[config.mk]
export PLATFORM = sky130hd
export DESIGN_NAME = uart_rx
export DESIGN_NICKNAME = d
export VERILOG_FILES = /design/src/rtl/uart_pkg.sv /design/src/rtl/uart_baud_tick.sv /design/src/rtl/uart_rx.sv
export SDC_FILE = /design/constraint.sdc
export NUM_CORES = 1
export LEC_CHECK = 0
export ABC_AREA = 1
export CAP_MARGIN = 0
export CORE_MARGIN = 2
export CORE_UTILIZATION = 66
export CTS_CLUSTER_SIZE = 24
export DETAILED_ROUTE_END_ITERATION = 10
export DONT_BUFFER_PORTS = 1
export PLACE_DENSITY = 0.9
export REMOVE_ABC_BUFFERS = 1
export SYNTH_ARGS = -nofsm -noshare
export SYNTH_HDL_FRONTEND = slang
export SYNTH_SLANG_ARGS = --single-unit
[constraint.sdc]
create_clock -name i_clk -period 3 [get_ports i_clk]
set_clock_uncertainty 0.05 [all_clocks]
set_input_delay 0.75 -clock i_clk [delete_from_list [all_inputs] [get_ports i_clk]]
set_output_delay 0.75 -clock i_clk [all_outputs]
set_load 0.02 [all_outputs]
[src/rtl/uart_pkg.sv]
// rtl/uart_pkg.sv - shared UART frame constants and receiver state encoding
package uart_pkg;

  typedef enum logic [1:0] {
    IDLE  = 2'd0,
    START = 2'd1,
    DATA  = 2'd2,
    STOP  = 2'd3
  } rx_state_t;

  localparam int OVERSAMPLE = 16;
  localparam int DATA_BITS  = 8;
  localparam int MID_START  = 7;

endpackage

[src/rtl/uart_baud_tick.sv]
// rtl/uart_baud_tick.sv - oversample tick generator, one pulse every DIV clocks
module uart_baud_tick #(
  parameter int CLK_FREQ   = 50_000_000,
  parameter int BAUD       = 9600,
  parameter int OVERSAMPLE = uart_pkg::OVERSAMPLE
) (
  input  logic i_clk,
  input  logic i_reset,
  input  logic i_clear,
  output logic o_tick
);

  localparam int DIV = CLK_FREQ / (BAUD * OVERSAMPLE);
  localparam int CW  = $clog2(DIV);
  localparam logic [CW-1:0] LAST = CW'(DIV - 1);

  logic [CW-1:0] cnt;

  // Free-running 0..DIV-1 divider; clearing realigns the tick phase to a line edge
  always_ff @(posedge i_clk) begin
    if (i_reset || i_clear) begin
      cnt <= '0;
    end else if (cnt == LAST) begin
      cnt <= '0;
    end else begin
      cnt <= cnt + 1'b1;
    end
  end

  assign o_tick = (cnt == LAST);

endmodule

[src/rtl/uart_rx.sv]
// rtl/uart_rx.sv - 8N1 UART receiver with 16x oversampling and stop-bit check
module uart_rx
  import uart_pkg::*;
#(
  parameter int CLK_FREQ   = 50_000_000,
  parameter int BAUD       = 9600,
  parameter int OVERSAMPLE = 16
) (
  input  logic       i_clk,
  input  logic       i_reset,
  input  logic       i_rxd,
  output logic [7:0] o_data,
  output logic       o_valid,
  output logic       o_frame_err,
  output logic       o_busy
);

  localparam logic [3:0] START_SAMPLE = 4'(MID_START);
  localparam logic [3:0] BIT_SAMPLE   = 4'(OVERSAMPLE - 1);
  localparam logic [2:0] LAST_BIT     = 3'(DATA_BITS - 1);

  logic       rxd_m, rxd_s;
  logic       tick, tick_clear;
  rx_state_t  state, state_nxt;
  logic [3:0] scnt, scnt_nxt;
  logic [2:0] bitcnt, bitcnt_nxt;
  logic [7:0] shreg, shreg_nxt;
  logic       armed, armed_nxt;
  logic [7:0] data_nxt;
  logic       valid_nxt, ferr_nxt;

  uart_baud_tick #(
    .CLK_FREQ  (CLK_FREQ),
    .BAUD      (BAUD),
    .OVERSAMPLE(OVERSAMPLE)
  ) u_tick (
    .i_clk  (i_clk),
    .i_reset(i_reset),
    .i_clear(tick_clear),
    .o_tick (tick)
  );

  // Two-flop synchronizer; reset to the idle (high) line level
  always_ff @(posedge i_clk) begin
    if (i_reset) begin
      rxd_m <= 1'b1;
      rxd_s <= 1'b1;
    end else begin
      rxd_m <= i_rxd;
      rxd_s <= rxd_m;
    end
  end

  // Next-state, counters and output pulses; counters only move on a tick
  always_comb begin
    state_nxt  = state;
    scnt_nxt   = scnt;
    bitcnt_nxt = bitcnt;
    shreg_nxt  = shreg;
    armed_nxt  = armed;
    data_nxt   = o_data;
    valid_nxt  = 1'b0;
    ferr_nxt   = 1'b0;
    tick_clear = 1'b0;
    case (state)
      IDLE: begin
        if (rxd_s) begin
          armed_nxt = 1'b1;
        end else if (armed) begin
          state_nxt  = START;
          scnt_nxt   = 4'd0;
          tick_clear = 1'b1;
        end
      end
      START: begin
        if (tick) begin
          if (scnt == START_SAMPLE) begin
            if (!rxd_s) begin
              state_nxt  = DATA;
              scnt_nxt   = 4'd0;
              bitcnt_nxt = 3'd0;
            end else begin
              // Line went back high before mid-start: treat as noise
              state_nxt = IDLE;
            end
          end else begin
            scnt_nxt = scnt + 4'd1;
          end
        end
      end
      DATA: begin
        if (tick) begin
          scnt_nxt = scnt + 4'd1;
          if (scnt == BIT_SAMPLE) begin
            shreg_nxt  = {rxd_s, shreg[7:1]};
            bitcnt_nxt = bitcnt + 3'd1;
            if (bitcnt == LAST_BIT) begin
              state_nxt = STOP;
            end
          end
        end
      end
      STOP: begin
        if (tick) begin
          scnt_nxt = scnt + 4'd1;
          if (scnt == BIT_SAMPLE) begin
            state_nxt = IDLE;
            if (rxd_s) begin
              data_nxt  = shreg;
              valid_nxt = 1'b1;
              armed_nxt = 1'b1;
            end else begin
              // Disarm so a held-low break cannot start a phantom frame
              ferr_nxt  = 1'b1;
              armed_nxt = 1'b0;
            end
          end
        end
      end
      default: state_nxt = IDLE;
    endcase
  end

  // State, datapath and output registers
  always_ff @(posedge i_clk) begin
    if (i_reset) begin
      state       <= IDLE;
      scnt        <= 4'd0;
      bitcnt      <= 3'd0;
      shreg       <= 8'h00;
      armed       <= 1'b0;
      o_data      <= 8'h00;
      o_valid     <= 1'b0;
      o_frame_err <= 1'b0;
    end else begin
      state       <= state_nxt;
      scnt        <= scnt_nxt;
      bitcnt      <= bitcnt_nxt;
      shreg       <= shreg_nxt;
      armed       <= armed_nxt;
      o_data      <= data_nxt;
      o_valid     <= valid_nxt;
      o_frame_err <= ferr_nxt;
    end
  end

  assign o_busy = (state != IDLE);

endmodule
* Word-level counts from Yosys, hierarchy flattened *
Index checks and enable logic that the tools add are counted.

word-level totals
  bits in registers = 39
  output and inout port bits = 11
  bits in latches = 0
  RAM bits = 0
  bits in read-only memories = 0
  logic and storage cells = 84
  bits of input ports = 3
  memories kept = 0

cells by class
  mux-type cells = 33
  shifts and indexed selects = 0
  multipliers = 0
  eq/ne operators = 20
  $lt $le $gt $ge = 0
  bitwise logic cells = 3
  reductions and logical operators = 14
  divide/modulo/power cells = 0
  $add $sub $neg = 3

operator list
  operator               count
  $mux W4                6
  $ne A2 B2 Y1 const B   11
  $mux W2                10
  $mux W3                5
  $pmux W4 S3            1
  $add A9 B1 Y9 const B  1
  $eq A9 B9 Y1 const B   1
  $reduce_and A9 Y1      1
  $mux W1                8
  $pmux W2 S4            1
  $reduce_and A4 Y1      2
  $pmux W3 S2            1
  $reduce_and A6 Y1      1
  $reduce_bool A2 Y1     3
  $reduce_and A5 Y1      1
  $add A4 B1 Y4 const B  1
  $eq A2 B2 Y1 const B   2
  $eq A4 B3 Y1 const B   1
  $eq A4 B4 Y1 const B   1
  $reduce_or A2 Y1       2
  $reduce_or A4 Y1       1
  $add A3 B1 Y3 const B  1
  $eq A3 B3 Y1 const B   1
  $ne A3 B3 Y1 const B   1
  other kinds (7)        9

* Logic depth before layout (Yosys ltp) *
Gate-level depths: netlist of run 1.

  depth in word-level cells = 5
  mapped depth = 10
  depth with buffers taken out = 10

* By module *
A second synthesis of run 1 with hierarchy kept.

second synthesis, totals
  cell total of the unflattened synthesis = 238
  area, all modules = 1,766.7 µm²

by module, submodules not included
  module          area each (µm²)  sequential area each (µm²)  times used  cells each
  uart_rx         1,311.3          600.6                       1           169
  uart_baud_tick  455.4            180.2                       1           69

* Least setup slack after synthesis of run 1 *
OpenSTA, ideal clock, no wires.

  path type = flip-flop to output port
  start point = register with a tool-made name
  end point = output port o_busy
  data required time = 2,200 ps
  path buffers = 0
  stages on the path, launching flop included = 3
  arrival time = 650 ps
  path slack = 1,550 ps
  path through = dfxtp_1 > nor2_2 > inv_2

RTL lines
  item       line           RTL
  to (decl)  uart_rx.sv:15  output logic o_busy

==> flow_summary.json, run 1 <==
{
  "fin_crit_sh_pct": 64.5,
  "place.gp.congestion": 0.850,
  "cp.arrival_ps": 1140,
  "rsz0062_at_grt": "no",
  "worst_setup_path_end_kind": "primary output",
  "clkTransAtPathRegs_ps": 110,
  "hp-start": "rxd_m",
  "max-vdd-ir-drop_mv": 0.499,
  "fin_setup_tns_ps": 0,
  "synthToLayoutAreaGrowth_pct": 5.98,
  "clk_latency_ps": 360,
  "reg2reg_slack_ps": 1420,
  "ys_seq_area_share_pct": 43.9,
  "reg2reg_depth": 6,
  "via_per_inst": 5.40,
  "cts.repair.resized": 0,
  "ant_nets": 0,
  "core_region_area_um2": 2520,
  "holdPathStages": 1,
  "period_needed_ps": 1940,
  "wl_um": 3340,
  "io-pin-count": 14,
  "drtIter0Drc": 66,
  "crit_type": "flip-flop to primary output",
  "synthDistinctLibCells": 28,
  "clk_path_buf_depth": 2,
  "rows": 18,
  "clock_sinks": 39,
  "status": "completed",
  "syn_avg_cell_area_um2": 7.57,
  "synthesis.instances": 235,
  "root_buffer": "clkbuf_4",
  "ys.flop_type": "dfxtp_1",
  "maxCapViolCount": 0,
  "die_h_um": 55.9,
  "r2r_start": "rxd_s",
  "wl_per_cell_um": 12.4,
  "fillerInstances": 197,
  "setup_viol": 0,
  "r2r-end": "u_tick.cnt[7]",
  "ys.warnings.count": 0,
  "powerDensity_nw_per_um2": 540,
  "worstPathRequired_ps": 2200,
  "report.final.slew_viol_count": 0,
  "diodes": 0,
  "fmax_mhz": 517,
  "nets": 247,
  "grt_antenna_before_repair": 0,
  "drtPass1Iterations": 5,
  "gr-total-overflow": 0,
  "grt_max_degree": 17,
  "drive_gt1_share_pct": 17.9,
  "cts_made_buffers": 5,
  "start_util_pct": 70.5,
  "hold_violations": 0,
  "tightest_slew_ps": 433,
  "dp.cells": 262,
  "holdBufCountCts": 0,
  "critPathMaxFanout": 6,
  "cts_tree": "built",
  "min_to": "rxd_s",
  "die-area_um2": 3120,
  "drc": 0,
  "dpl.hpwl_um": 2320,
  "netlist_area_um2": 1780,
  "grt_pass1_wl_um": 6060,
  "h-tree-depth": 2,
  "min_path_type": "flip-flop to flip-flop",
  "first_global_vias": 1408,
  "synth_edf_count": 0,
  "numPortBuffers": 0,
  "maxSlewHeadroom_pct": 71.1,
  "final_cell_count_no_fill": 270,
  "track_usage_pct": 24.5,
  "via_count": 1459,
  "ys_ff_latch": 39,
  "power.leakage_nw": 0.799,
  "synth-async-reset-ratio_pct": 0,
  "cts_setup_buffers": 0,
  "chipWidth_um": 55.9,
  "critical_path.startpoint_type": "flip-flop"
}
routing by layer:
metal | GRT usage, % | vias to the layer above | routed length (um)
met2 | 37.8 | 30 | 1410
li1 | - | 773 | -
met3 | 5.58 | 8 | 135
met1 | 32.6 | 648 | 1710
met4 | 11.6 | 0 | 74
met5 | 0 | - | 0
how the worst max path moves through the flow:
stage	to	slack [ps]	depth (start not counted)
2_1_floorplan	o_busy	1550	2
3_3_place_gp	o_busy	1450	2
3_5_place_dp	o_busy	1460	2
4_1_cts	o_busy	1050	2
5_1_grt	o_busy	980	2
6_report	o_busy	1060	2
cell families (layout without fill, tap and decap cells):
family,count (synthesis),count (layout),synth area share [%]
buffers and inverters,34,39,7.39
adders and majority gates,5,5,3.52
DFF,39,39,43.9
AOI/OAI and AO/OA,35,35,11.8
and+or+nand+nor,119,119,31.9
xor gates and xnor gates,3,3,1.48
cell type report:
class	instances	area (um^2)	share of cell area [%]
flip-flops and latches	39	781	41.4
multi-input cells	162	866	45.9
well taps	30	37.5	1.99
clock inverters	3	43.8	2.32
clock buffers	5	37.5	1.99
inverters	31	119	6.31
synth_stat cells, drive strengths merged, types with 5 or more instances:
| cell | n | area share, % |
|---|---|---|
| a21oi | 15 | 5.9 |
| inv | 31 | 6.7 |
| ha | 5 | 3.5 |
| nor2 | 42 | 9.7 |
| nand4 | 10 | 3.5 |
| o21ai | 18 | 5.1 |
| nand2 | 45 | 10 |
| nand3 | 12 | 5.1 |
| nor3 | 7 | 2.0 |
| dfxtp | 39 | 44 |
registers in the layout, summed over array words and instances, names as in the netlist, named ones only:
signal and count:
scnt 4, armed 1, o_data 8, u_tick.cnt 9
o_frame_err 1, rxd_s 1, o_valid 1, rxd_m 1
state 1, shreg 8, bitcnt 3
cell usage in the layout, fill, tap and decap left out:
cell type / Yosys / routed
a21oi_1: 7 / 7
a21oi_2: 8 / 8
a31oi_1: 1 / 1
bufinv_16: 0 / 1
clkbuf_4: 0 / 5
clkinv_2: 0 / 1
clkinv_4: 0 / 1
dfxtp_1: 39 / 39
ha_1: 5 / 5
inv_1: 19 / 19
inv_2: 11 / 11
inv_4: 1 / 1
nand2_1: 40 / 40
nand2_2: 4 / 4
nand2_4: 1 / 1
nand3_1: 9 / 9
nand3_2: 1 / 1
nand3_4: 2 / 2
nand4_1: 10 / 10
nor2_1: 38 / 38
nor2_2: 3 / 3
nor2_4: 1 / 1
nor3_1: 7 / 7
nor3b_1: 1 / 1
o21a_2: 1 / 1
o21ai_0: 10 / 10
o21ai_1: 8 / 8
or2_2: 2 / 2
xnor2_1: 1 / 1
xor2_1: 2 / 2
through the flow:
stage               total power, mW  hold WS, ps  util [%]  cell area [um^2]  setup slack [ps]
global route                   1.06          369      74.7              1880               984
floorplan                     0.651          339         -              1770              1550
finish                         1.02          376      74.7              1880              1060
detailed placement            0.673          349      71.5              1800              1460
global placement              0.671          342      71.5              1800              1450
CTS                            1.02          376      74.7              1880              1050
report_power, final:
group	internal (mW)	switching, mW	total, mW	leakage, nW
sequential	0.529	0.0142	0.543	0.316
clock	0.175	0.176	0.351	0.0452
combinational	0.0345	0.0885	0.123	0.438
total	0.739	0.279	1.02	0.799
worst max-delay path, stage by stage (launching register included):
cell     delay, ps
dfxtp_1        390
nor2_2         250
inv_2          150
Note: power is estimated with default switching activity, not from simulation.
==> inputs of run 2 (changes only) <==
--- a/config.mk
+++ b/config.mk
@@ -8,11 +8,11 @@
 export ABC_AREA = 1
 export CAP_MARGIN = 0
 export CORE_MARGIN = 2
-export CORE_UTILIZATION = 66
+export CORE_UTILIZATION = 61
 export CTS_CLUSTER_SIZE = 24
 export DETAILED_ROUTE_END_ITERATION = 10
 export DONT_BUFFER_PORTS = 1
-export PLACE_DENSITY = 0.9
+export PLACE_DENSITY = 0.85
 export REMOVE_ABC_BUFFERS = 1
 export SYNTH_ARGS = -nofsm -noshare
 export SYNTH_HDL_FRONTEND = slang
==> constraint.sdc (replaced) <==
create_clock -name i_clk -period 1.93 [get_ports i_clk]
set_clock_uncertainty 0.05 [all_clocks]
set_input_delay 0.4825 -clock i_clk [delete_from_list [all_inputs] [get_ports i_clk]]
set_output_delay 0.4825 -clock i_clk [all_outputs]
set_load 0.02 [all_outputs]
==> run 2 against run 1 <==
  * Sequential share of layout area shrank 0.46 points
  * Critical path depth is the same
  * Design area grew 1.1%
  * Combinational power grew 54%
  * Cell count grew 0.37%
  * Core utilization shrank 5.6 points
  * Critical endpoint unchanged
  * Largest power group unchanged
  * Highest routed layer unchanged
==> flow_summary.json, run 2 (same netlist as run 1, synthesis figures left out) <==
{
  "crit_path_max_incr_delay_ps": 390,
  "final_util_pct": 69.1,
  "grt_antenna_before_repair": 0,
  "min_path_type": "primary input to flip-flop",
  "tightest_slew_ps": 432,
  "report.final.slew_viol_count": 0,
  "cp_slowest_cell": "dfxtp_1",
  "start_util_pct": 64.5,
  "max-vdd-ir-drop_mv": 0.829,
  "ant_nets": 0,
  "critPathMaxFanout": 6,
  "final_cell_mix": "nand2_1, dfxtp_1, nor2_1",
  "numPortBuffers": 0,
  "largest_reg_flops": 9,
  "maxSlewHeadroom_pct": 71.2,
  "design_area_um2": 1910,
  "top_register": "u_tick.cnt",
  "drive_gt1_share_pct": 17.5,
  "clock_sinks": 39,
  "root_buffer": "clkbuf_4",
  "clk_path_buf_depth": 2,
  "synthToLayoutAreaGrowth_pct": 7.18,
  "drc": 0,
  "crit_type": "flip-flop to primary output",
  "final_common_cell": "nand2_1",
  "h-tree-depth": 2,
  "place.gp.congestion": 0.782,
  "drtIter0Drc": 59,
  "die-area_um2": 3360,
  "diodes": 0,
  "powerDensity_nw_per_um2": 887,
  "fin_ws_ps": 264,
  "cts.repair.resized": 0,
  "dpl.hpwl_um": 2350,
  "holdBufCountCts": 0,
  "critical_path.startpoint_type": "flip-flop",
  "io-pin-count": 14,
  "cts_setup_buffers": 0,
  "final_cell_count_no_fill": 271,
  "fin_crit_sh_pct": 86.3,
  "fillerInstances": 220,
  "die_h_um": 58.0,
  "post-place-ws_ps": 391,
  "first_global_vias": 1316,
  "clkTransAtPathRegs_ps": 110,
  "status": "completed",
  "fmax_mhz": 600,
  "drtPass1Iterations": 4,
  "rsz0062_at_grt": "no",
  "place_area_um2": 1800,
  "wl_um": 3180,
  "dp.cells": 263,
  "grt_pass1_wl_um": 5390,
  "fin_setup_tns_ps": 0,
  "via_per_inst": 5.50,
  "wl_per_cell_um": 11.7,
  "multi_input_area_um2": 866,
  "cts_made_buffers": 5,
  "setup_viol": 0,
  "maxCapViolCount": 0,
  "track_usage_pct": 21.1,
  "via_count": 1491,
  "hold_violations": 0,
  "worstPathRequired_ps": 1400,
  "chipWidth_um": 58.0,
  "grt_max_degree": 17,
  "seq_area_um2": 781,
  "power.leakage_nw": 0.806,
  "cp.arrival_ps": 1130,
  "power_mw": 1.69,
  "clk_latency_ps": 340,
  "gr-total-overflow": 0,
  "hold-worst-slack_ps": 142,
  "top_regs": "u_tick.cnt x9, o_data x8, shreg x8",
  "worst_setup_path_end_kind": "primary output",
  "core_region_area_um2": 2760,
  "nets": 247,
  "cts_tree": "built",
  "crit_chain": "nor2_2, inv_2",
  "period_needed_ps": 1670,
  "rows": 19
}
[run 2: cell types whose count changed in the layout (fill, tap and decap cells not counted), sizes merged]
cell    change
clkinv      -2
bufinv      +1
clkbuf      +1
[run 2: worst paths after layout]
| path | startpoint | to | slack [ps] | cells after the start |
|---|---|---|---|---|
| hold reg to reg | rxd_m | rxd_s | 370 | 1 |
| setup reg to reg | scnt[1] | o_data[3] | 370 | 6 |
| hold / removal | i_reset | scnt[1] | 140 | 1 |
| setup / recovery | flip-flop | o_busy | 260 | 2 |
[run 2: cell type report]
type / count / share of cell area (%)
clock buffers: 6 / 2.17
inverters: 31 / 6.24
clock inverters: 2 / 3.15
flip-flops and latches: 39 / 41.0
well taps: 31 / 2.04
multi-input cells: 162 / 45.4
[run 2: where the power goes]
group / internal, mW / switching [mW] / total [mW]
clock network: 0.404 / 0.254 / 0.658
logic: 0.0535 / 0.136 / 0.189
registers: 0.822 / 0.0209 / 0.843
total: 1.28 / 0.411 / 1.69
[run 2: worst max-delay path: cells and delay by family (launching register included)]
family | cells | cell delay (ps)
buffers and inverters | 1 | 150
DFF | 1 | 390
and+or+nand+nor | 1 | 260
[run 2: metal layers]
metal	share of wire, %	GRT usage, %	vias to the layer above
met1	46	26.3	682
met3	4.6	6.47	9
met2	47	33.9	34
met4	1.8	8.64	0
li1	-	-	766
met5	0	0	-
